$ cat src/rtl/regfile_sb_if.sv
// regfile_sb_if: decode/writeback bus of the scoreboarded register file.
//   master : decode + writeback side (drives register numbers, reservations, writes)
//   slave  : register file side (returns read data, busy flags, rsv_full, busy_cnt)
//   srcreg1/2_num -> regdata1/2, src1/2_busy  : two read ports with hazard flags
//   rsv_we, rsv_num -> rsv_full               : reservation request and refusal
//   reg_we, dstreg_num, write_value           : writeback (also releases a reservation)
//   busy_cnt                                  : some register still has an outstanding write
interface regfile_sb_if #(
    parameter int XLEN = 32,
    parameter int NREG = 32,
    parameter int AW   = $clog2(NREG)
);
    logic [AW-1:0]   srcreg1_num;
    logic [AW-1:0]   srcreg2_num;
    logic [XLEN-1:0] regdata1;
    logic [XLEN-1:0] regdata2;
    logic            src1_busy;
    logic            src2_busy;
    logic            rsv_we;
    logic [AW-1:0]   rsv_num;
    logic            rsv_full;
    logic [AW-1:0]   dstreg_num;
    logic [XLEN-1:0] write_value;
    logic            reg_we;
    logic            busy_cnt;

    modport master (
        output srcreg1_num, srcreg2_num, rsv_we, rsv_num, dstreg_num, write_value, reg_we,
        input  regdata1, regdata2, src1_busy, src2_busy, rsv_full, busy_cnt
    );

    modport slave (
        input  srcreg1_num, srcreg2_num, rsv_we, rsv_num, dstreg_num, write_value, reg_we,
        output regdata1, regdata2, src1_busy, src2_busy, rsv_full, busy_cnt
    );
endinterface

$ cat src/rtl/regfile_sb.sv
// regfile_sb: parametrised register file with a per-register reservation scoreboard.
//   clk : rising-edge clock
//   rst : asynchronous active-high reset; clears all data and counters
//   bus : regfile_sb_if.slave (read ports, reservation port, writeback port, flags)
// Each register carries a CNTW-bit counter of outstanding writes. Decode reserves,
// writeback releases; a nonzero counter marks the register busy.
// Optional macro REGFILE_WB_BYPASS_EN: forward same-cycle writeback data onto the
// read ports and evaluate busy on the post-release counter.

// One register plus its reservation counter.
module regfile_sb_entry #(
    parameter int XLEN = 32,
    parameter int CNTW = 2
) (
    input  logic            clk,
    input  logic            rst,
    input  logic            we,
    input  logic [XLEN-1:0] wdata,
    input  logic            inc,
    input  logic            dec,
    output logic [XLEN-1:0] data,
    output logic [CNTW-1:0] cnt
);
    always_ff @(posedge clk or posedge rst) begin
        if (rst) begin
            data <= '0;
            cnt  <= '0;
        end else begin
            if (we) data <= wdata;
            // inc is only ever asserted below saturation; inc with dec cancels out,
            // and a release on an idle counter holds at zero.
            if (inc && !dec)
                cnt <= cnt + CNTW'(1);
            else if (dec && !inc && cnt != '0)
                cnt <= cnt - CNTW'(1);
        end
    end
endmodule

module regfile_sb #(
    parameter int XLEN     = 32,
    parameter int NREG     = 32,
    parameter int AW       = $clog2(NREG),
    parameter int CNTW     = 2,
    parameter int ZERO_REG = 1
) (
    input  logic         clk,
    input  logic         rst,
    regfile_sb_if.slave  bus
);
    localparam logic [CNTW-1:0] CNT_MAX = {CNTW{1'b1}};

    logic [NREG-1:0][XLEN-1:0] data;
    logic [NREG-1:0][CNTW-1:0] cnt;
    logic [NREG-1:0]           nz;

    logic            full_raw;
    logic            rsv_acc;
    logic            wr_ok;
    logic [XLEN-1:0] rd1, rd2;
    logic            b1, b2;

    // Register 0 is never reserved or written in zero-register mode, so its
    // counter stays 0 and it never reports full or busy.
    assign full_raw = (cnt[bus.rsv_num] == CNT_MAX);
    assign rsv_acc  = bus.rsv_we && !full_raw && !(ZERO_REG != 0 && bus.rsv_num == '0);
    assign wr_ok    = bus.reg_we && !(ZERO_REG != 0 && bus.dstreg_num == '0);

    for (genvar i = 0; i < NREG; i++) begin : g_ent
        regfile_sb_entry #(.XLEN(XLEN), .CNTW(CNTW)) u_ent (
            .clk   (clk),
            .rst   (rst),
            .we    (wr_ok && bus.dstreg_num == AW'(i)),
            .wdata (bus.write_value),
            .inc   (rsv_acc && bus.rsv_num == AW'(i)),
            .dec   (wr_ok && bus.dstreg_num == AW'(i)),
            .data  (data[i]),
            .cnt   (cnt[i])
        );
        assign nz[i] = |cnt[i];
    end

    always_comb begin
        rd1 = (ZERO_REG != 0 && bus.srcreg1_num == '0) ? '0 : data[bus.srcreg1_num];
        rd2 = (ZERO_REG != 0 && bus.srcreg2_num == '0) ? '0 : data[bus.srcreg2_num];
        b1  = nz[bus.srcreg1_num];
        b2  = nz[bus.srcreg2_num];
`ifdef REGFILE_WB_BYPASS_EN
        // Post-release counter is nonzero only if the stored one is above 1;
        // a same-cycle reserve is deliberately not counted here.
        if (wr_ok && bus.dstreg_num == bus.srcreg1_num) begin
            rd1 = bus.write_value;
            b1  = cnt[bus.srcreg1_num] > CNTW'(1);
        end
        if (wr_ok && bus.dstreg_num == bus.srcreg2_num) begin
            rd2 = bus.write_value;
            b2  = cnt[bus.srcreg2_num] > CNTW'(1);
        end
`endif
        // Forwarded write data must not leak out while reset is held.
        if (rst) begin
            rd1 = '0;
            rd2 = '0;
            b1  = 1'b0;
            b2  = 1'b0;
        end
    end

    assign bus.regdata1  = rd1;
    assign bus.regdata2  = rd2;
    assign bus.src1_busy = b1;
    assign bus.src2_busy = b2;
    assign bus.rsv_full  = full_raw && !rst;
    assign bus.busy_cnt  = (|nz) && !rst;
endmodule

$ cat src/flat_wrapper.sv
// flat-port wrapper written by rule: the top's interface ports become plain ports
module regfile_sb_flat 
#(
    parameter int XLEN     = 32,
    parameter int NREG     = 32,
    parameter int AW       = $clog2(NREG),
    parameter int CNTW     = 2,
    parameter int ZERO_REG = 1
)
  (clk, rst, bus_srcreg1_num, bus_srcreg2_num, bus_rsv_we, bus_rsv_num, bus_dstreg_num, bus_write_value, bus_reg_we, bus_regdata1, bus_regdata2, bus_src1_busy, bus_src2_busy, bus_rsv_full, bus_busy_cnt);
  regfile_sb_if #(.XLEN(XLEN), .NREG(NREG), .AW(AW)) bus_i ();
  input  logic clk;
  input  logic rst;
  input wire logic [$bits(bus_i.srcreg1_num)-1:0] bus_srcreg1_num;
  input wire logic [$bits(bus_i.srcreg2_num)-1:0] bus_srcreg2_num;
  input wire logic [$bits(bus_i.rsv_we)-1:0] bus_rsv_we;
  input wire logic [$bits(bus_i.rsv_num)-1:0] bus_rsv_num;
  input wire logic [$bits(bus_i.dstreg_num)-1:0] bus_dstreg_num;
  input wire logic [$bits(bus_i.write_value)-1:0] bus_write_value;
  input wire logic [$bits(bus_i.reg_we)-1:0] bus_reg_we;
  output wire logic [$bits(bus_i.regdata1)-1:0] bus_regdata1;
  output wire logic [$bits(bus_i.regdata2)-1:0] bus_regdata2;
  output wire logic [$bits(bus_i.src1_busy)-1:0] bus_src1_busy;
  output wire logic [$bits(bus_i.src2_busy)-1:0] bus_src2_busy;
  output wire logic [$bits(bus_i.rsv_full)-1:0] bus_rsv_full;
  output wire logic [$bits(bus_i.busy_cnt)-1:0] bus_busy_cnt;
  assign bus_i.srcreg1_num = bus_srcreg1_num;
  assign bus_i.srcreg2_num = bus_srcreg2_num;
  assign bus_i.rsv_we = bus_rsv_we;
  assign bus_i.rsv_num = bus_rsv_num;
  assign bus_i.dstreg_num = bus_dstreg_num;
  assign bus_i.write_value = bus_write_value;
  assign bus_i.reg_we = bus_reg_we;
  assign bus_regdata1 = bus_i.regdata1;
  assign bus_regdata2 = bus_i.regdata2;
  assign bus_src1_busy = bus_i.src1_busy;
  assign bus_src2_busy = bus_i.src2_busy;
  assign bus_rsv_full = bus_i.rsv_full;
  assign bus_busy_cnt = bus_i.busy_cnt;
  regfile_sb #(.XLEN(XLEN), .NREG(NREG), .AW(AW), .CNTW(CNTW), .ZERO_REG(ZERO_REG)) u_core (.clk(clk), .rst(rst), .bus(bus_i));
endmodule
$ cat config.mk
export PLATFORM = sky130hd
export DESIGN_NAME = regfile_sb_flat
export DESIGN_NICKNAME = d
export VERILOG_FILES = /design/src/rtl/regfile_sb_if.sv /design/src/rtl/regfile_sb.sv /design/src/flat_wrapper.sv
export SDC_FILE = /design/constraint.sdc
export NUM_CORES = 2
export LEC_CHECK = 0
export ABC_AREA = 0
export BUFFER_PORTS_ARGS = -buffer_cell sky130_fd_sc_hd__buf_2
export CORE_ASPECT_RATIO = 0.75
export CORE_UTILIZATION = 55
export CTS_CLUSTER_SIZE = 8
export DETAILED_ROUTE_END_ITERATION = 7
export GPL_TIMING_DRIVEN = 0
export PLACE_DENSITY = 0.71
export SLEW_MARGIN = 20
export SYNTH_ARGS = -nofsm -noshare
export SYNTH_HDL_FRONTEND = slang
export SYNTH_SLANG_ARGS = --single-unit
$ cat constraint.sdc
create_clock -name clk -period 36.9 [get_ports clk]
set_input_delay 0 -clock clk [delete_from_list [all_inputs] [get_ports clk]]
set_output_delay 0 -clock clk [all_outputs]
set_load 0.02 [all_outputs]
After elaboration in Yosys (flattened, before gate mapping)
Index checks and enable logic that the tools add are counted.
Cells by class
  shift-type cells: 0
  bitwise operators: 0
  mux-type cells: 80
  multipliers: 0
  reduce and logical (&&, ||, !) cells: 334
  eq/ne operators: 63
  $lt $le $gt $ge: 3
  add/subtract/negate cells: 64
  divide/modulo/power cells: 0
Operators by type and width (number)
  $bmux 32 s5: 2
  $mux 32: 6
  $logic_and 1x1->1: 165
  $eq 5x5->1 const B: 32
  $mux 2: 65
  $reduce_bool 2->1: 64
  $eq 5x4->1 const B: 16
  $logic_not 1->1: 68
  $add 2x1->2 const B: 32
  $reduce_or 2->1: 32
  $reduce_or 64->1: 1
  $sub 2x1->2 const B: 32
  $eq 5x3->1 const B: 8
  $eq 5x2->1 const B: 4
  $logic_not 5->1: 4
  $lt 5x6->1 const B: 3
  $bmux 1 s5: 2
  $bmux 2 s5: 1
  $eq 5x1->1 const B: 2
  $mux 1: 4
  $eq 2x2->1 const B: 1
Storage, ports and cells
  memory bits (writable): 0
  memories: 0
  word-level logic and storage cells: 608
  output and inout port bits: 68
  input bits: 56
  bits in latches: 0
  register bits: 1088
  ROM bits: 0

Depth between registers and ports, before layout
  word-level depth: 12
  mapped depth: 9
  gate-level depth less buffers: 6

Hierarchy
Synthesis repeated with hierarchy kept, for this count alone.
Second synthesis, totals
  cell total of the unflattened synthesis: 3934
  area total of the unflattened synthesis: 64847.2 µm²
Modules (own cells, without submodules)
  regfile_sb_entry: instances 32, area each 1461.4 µm², cells each 81
  regfile_sb: instances 1, area each 18082.3 µm², cells each 1342

Least setup slack after synthesis
Ideal clock, no wire load.
  path type: input to output
  from: input port rst
  to: output port bus_regdata2[4]
  path slack: 10.217 ns
  data required time: 36.900 ns
  arrival time: 26.683 ns
  stages on the path: 3
  cell sequence: inv_1 > o21ai_1 > nor2_1
Between the ends
  cells in the longest elaborated chain, start to end: 1
RTL lines
  from (decl): RTL line flat_wrapper.sv:13  | input logic rst;
  $mux 32: RTL line regfile_sb.sv:101  | if (rst) begin
  to (decl): RTL line flat_wrapper.sv:22  | output wire logic [$bits(bus_i.regdata2)-1:0] bus_regdata2;
No other way between the ends.

Final worst setup path
  from: input port rst
  to: output port bus_regdata1[29]
Between the ends
  cells in the longest elaborated chain, start to end: 1
RTL lines
  $mux 32: RTL line regfile_sb.sv:101
  to (decl): RTL line flat_wrapper.sv:21  | output wire logic [$bits(bus_i.regdata1)-1:0] bus_regdata1;
No other way between the ends.

==> metrics <==
Die Ht=approximately 290 um; number of global-route vias before repair=approximately 43,000; number of flops mapped to enable cells by yosys=0; Yosys warning total=0; setup violators final=0; clock-pin slew on the worst setup and hold paths=0.05 ns; H-tree depth=4; post-CTS setup buffer count=0; Slew @ Worst Pin=1.32 ns; GRT met1 Usage=a little under three fifths; Cell variety after synth=55; Post-Synth XOR/XNOR Area=less than 1%; Rows=a little over 100; post-route design area=66,500 um^2; PwrDens=between 50 and 60 nW/um^2; GPL Wtd Cong=1.03; WL/cell=between 30 and 40 um; via count=around 45,000; CTS Buf Count=between 150 and 200; post-synthesis mux area share=37.9%; grt peak-use layer=met1; Synth Area per Inst=~13 um^2; setup TNS=0 ns; area of the multi-input gates=30,100 um^2; Clock Path Buffers=3; Startpoint Class=primary input; Post-DP Area=~62,000 um^2; M3 GR Usage=23.5%; fraction of registers with async set/reset=between 90% and 100%; drt total wl=roughly 220,000 um; Synth Register Bits=between 1,000 and 1,500; count of final hold-check violations=0; Cell Area, Synth=between 50,000 and 60,000 um^2; Fmax=between 200 and 300 MHz; Worst Path Arrival=3.95 ns; Reg2Reg Launch Point=u_core.g_ent[2].u_ent.cnt[1]; global-route wire length before repair=~310,000 um; layout cells sized above 1=between 30% and 40%; initial antenna violation count=7; commonest non-fill, non-tap cells in the layout=1,279 x nand2_1, 1,088 x dfrtp_1, 633 x mux4_2, 576 x mux2_2, 309 x clkbuf_1; CORE AREA=approximately 110,000 um^2; CP Max Fanout=86; FF/Latch Area=27,200 um^2; post-route antenna net violation count=0; CTS Root Cell=clkbuf_16; register area share after synthesis=45.9%; Post-synth top flop=dfrtp_1; CTS sink count=between 1,000 and 1,500; DRC errors left=0; Die ar.=109,000 um^2; Worst setup EP type=output pin; Initial Util=a little under three fifths; DP HPWL=roughly 170,000 um; post-layout min period=3.95 ns; GRT Residual Overflow=0; drt first-iter violations=about 6,700; Synthesized Nets=roughly 4,800; Synth Area in Compound Gates=about 2.1%; Adder-Cell Fraction of Synth Area=less than 1%; met2 Use GR=a little over half; clk_lat worst skew=0.78 ns; main combinational cell family by area after synthesis=multiplexers; NumNets Final=5,091; highest ir drop seen on vdd=between 0.04 and 0.05 mV; I/O pin count=around 120; Max Cap Viol=0; Pre-antenna DRT Iters=8; Period Utilization, post-route=10.7%; Lkg Pwr=between 30 and 40 nW; Hold Path Class=primary input to flop; Worst Path Required=about 37 ns; total power=3.74 mW; Worst Skew=roughly 0.016 ns; status=complete, no violations; Max-slew headroom=between 10% and 20%; commonest non-fill, non-tap cell in the layout=nand2_1; TritonCTS clock tree=built; Worst Min Path Start=bus_write_value[10]; Area growth, synth to finish=12.1%; number of vias per cell=6.95; Synth Instances=between 4,000 and 5,000; Port Buffers=between 100 and 150; # fillers=8,045; Crit Path Class=primary input to output pin; Final Max Tran Viols=0; pin count of the biggest net entering global routing=~100; Tot GR Track Use=a little over 40%; CP Launch Point=rst; Synth Area in Simple Gates=a little over a tenth; Die Wd=~380 um; RSZ-0062 raised after global routing=false
==> Yosys cell counts, drive strengths merged, types with 2 or more instances <==
cell type  instances  area [um^2]
nand2           1279         4800
dfrtp           1088        27200
mux4             636        14300
mux2             576         6490
clkbuf           313         1170
nor2             170          638
mux2i            164         1640
buf              150          795
o21ai             58          305
a21oi             33          165
nor3              24          125
o21a              19          143
and3              18          113
o211ai            18          145
nand3b            17          128
o21bai            15          116
nand3             14         70.1
a2bb2oi           13          114
xnor2             13          114
nand4             11         68.8
a21boi            10         75.1
o22a              10         87.6
inv                8         30.0
nor2b              7         43.8
or3                6         37.5
nand2b             5         31.3
and2               4         25.0
nand4b             4         35.0
a211oi             2         15.0
a21bo              2         20.0
a22oi              2         15.0
nor4               2         12.5
or2                2         12.5
or3b               2         17.5
or4                2         15.0
xor2               2         17.5
==> through the flow <==
| step | hold slack, ns | setup slack [ns] | util [%] | cells |
|---|---|---|---|---|
| after floorplan | 0.0769 | 6.24 | - | 4707 |
| after global placement | 0.290 | -6.74 | 58.1 | 6237 |
| after detailed placement | 0.233 | 33.28 | 58.5 | 6253 |
| after CTS | 0.0326 | 33.15 | 62.7 | 6460 |
| after global routing | 0.0871 | 32.85 | 62.7 | 6461 |
| final | 0.0546 | 32.95 | 62.7 | 6465 |
==> critical path, cell delays in order <==
cell           delay, ns
dlygate4sd3_1       0.55
buf_2               0.17
dlygate4sd3_1       0.65
inv_8               0.55
buf_16              0.40
o21ai_1             0.28
buf_2               0.29
nor2_1              0.67
buf_2               0.30
==> sequential cells by signal, indices dropped and copies added (netlist names) <==
name	flops
u_core.g_ent.u_ent.data	1024
u_core.g_ent.u_ent.cnt	64
==> path summary, 6_finish.rpt <==
| check | end | slack, ns | cells after the start |
|---|---|---|---|
| max | bus_regdata1[29] | 32.95 | 9 |
| min in group asynchronous | u_core.g_ent[16].u_ent.cnt[0] | 0.65 | 4 |
| max reg2reg | u_core.g_ent[4].u_ent.cnt[0] | 34.57 | 8 |
| min | u_core.g_ent[25].u_ent.data[10] | 0.05 | 3 |
| max in group asynchronous | u_core.g_ent[30].u_ent.data[10] | 34.79 | 6 |
| min reg2reg | u_core.g_ent[0].u_ent.data[17] | 0.47 | 1 |
==> area by class of cell <==
type	count	share of cell area [%]
diodes	5	0.0188
plain buffers	463	2.98
clock buffers	155	5.84
clock inverters	9	0.158
inverters	9	0.0621
multi-input cells	3147	45.3
flip-flops and latches	1088	41.0
well taps	1417	2.67
repair buffers	172	2.06
==> kinds of logic after synthesis <==
kind of cell,after synthesis
buffers and inverters,472
AND/OR/NAND/NOR,1569
multiplexers,1376
flip-flops,1088
XOR/XNOR,15
AO/OA/AOI/OAI,186
adder cells (fa/ha/maj),1
==> where the power goes <==
group	total (mW)	internal (mW)	leakage (nW)	switching, mW
Combinational	0.872	0.427	14.0	0.445
Clock	1.27	0.736	1.96	0.531
Sequential	1.60	1.42	14.0	0.188
Total	3.74	2.58	30.0	1.16
==> repair_timing <==
| item | CTS | global route |
|---|---|---|
| hold buffers | 43 | 0 |
| gates resized for setup | 0 | 0 |
| endpoints found under the hold margin | 709 | 0 |
| endpoints found under the setup margin | 0 | 0 |
==> per-layer routing <==
layer	part of all wire, %	up-vias
li1	-	17518
met2	39	3654
met1	37	23229
met4	4.4	4
met5	0.011	-
met3	19	521
Note: power is estimated with default switching activity, not from simulation.
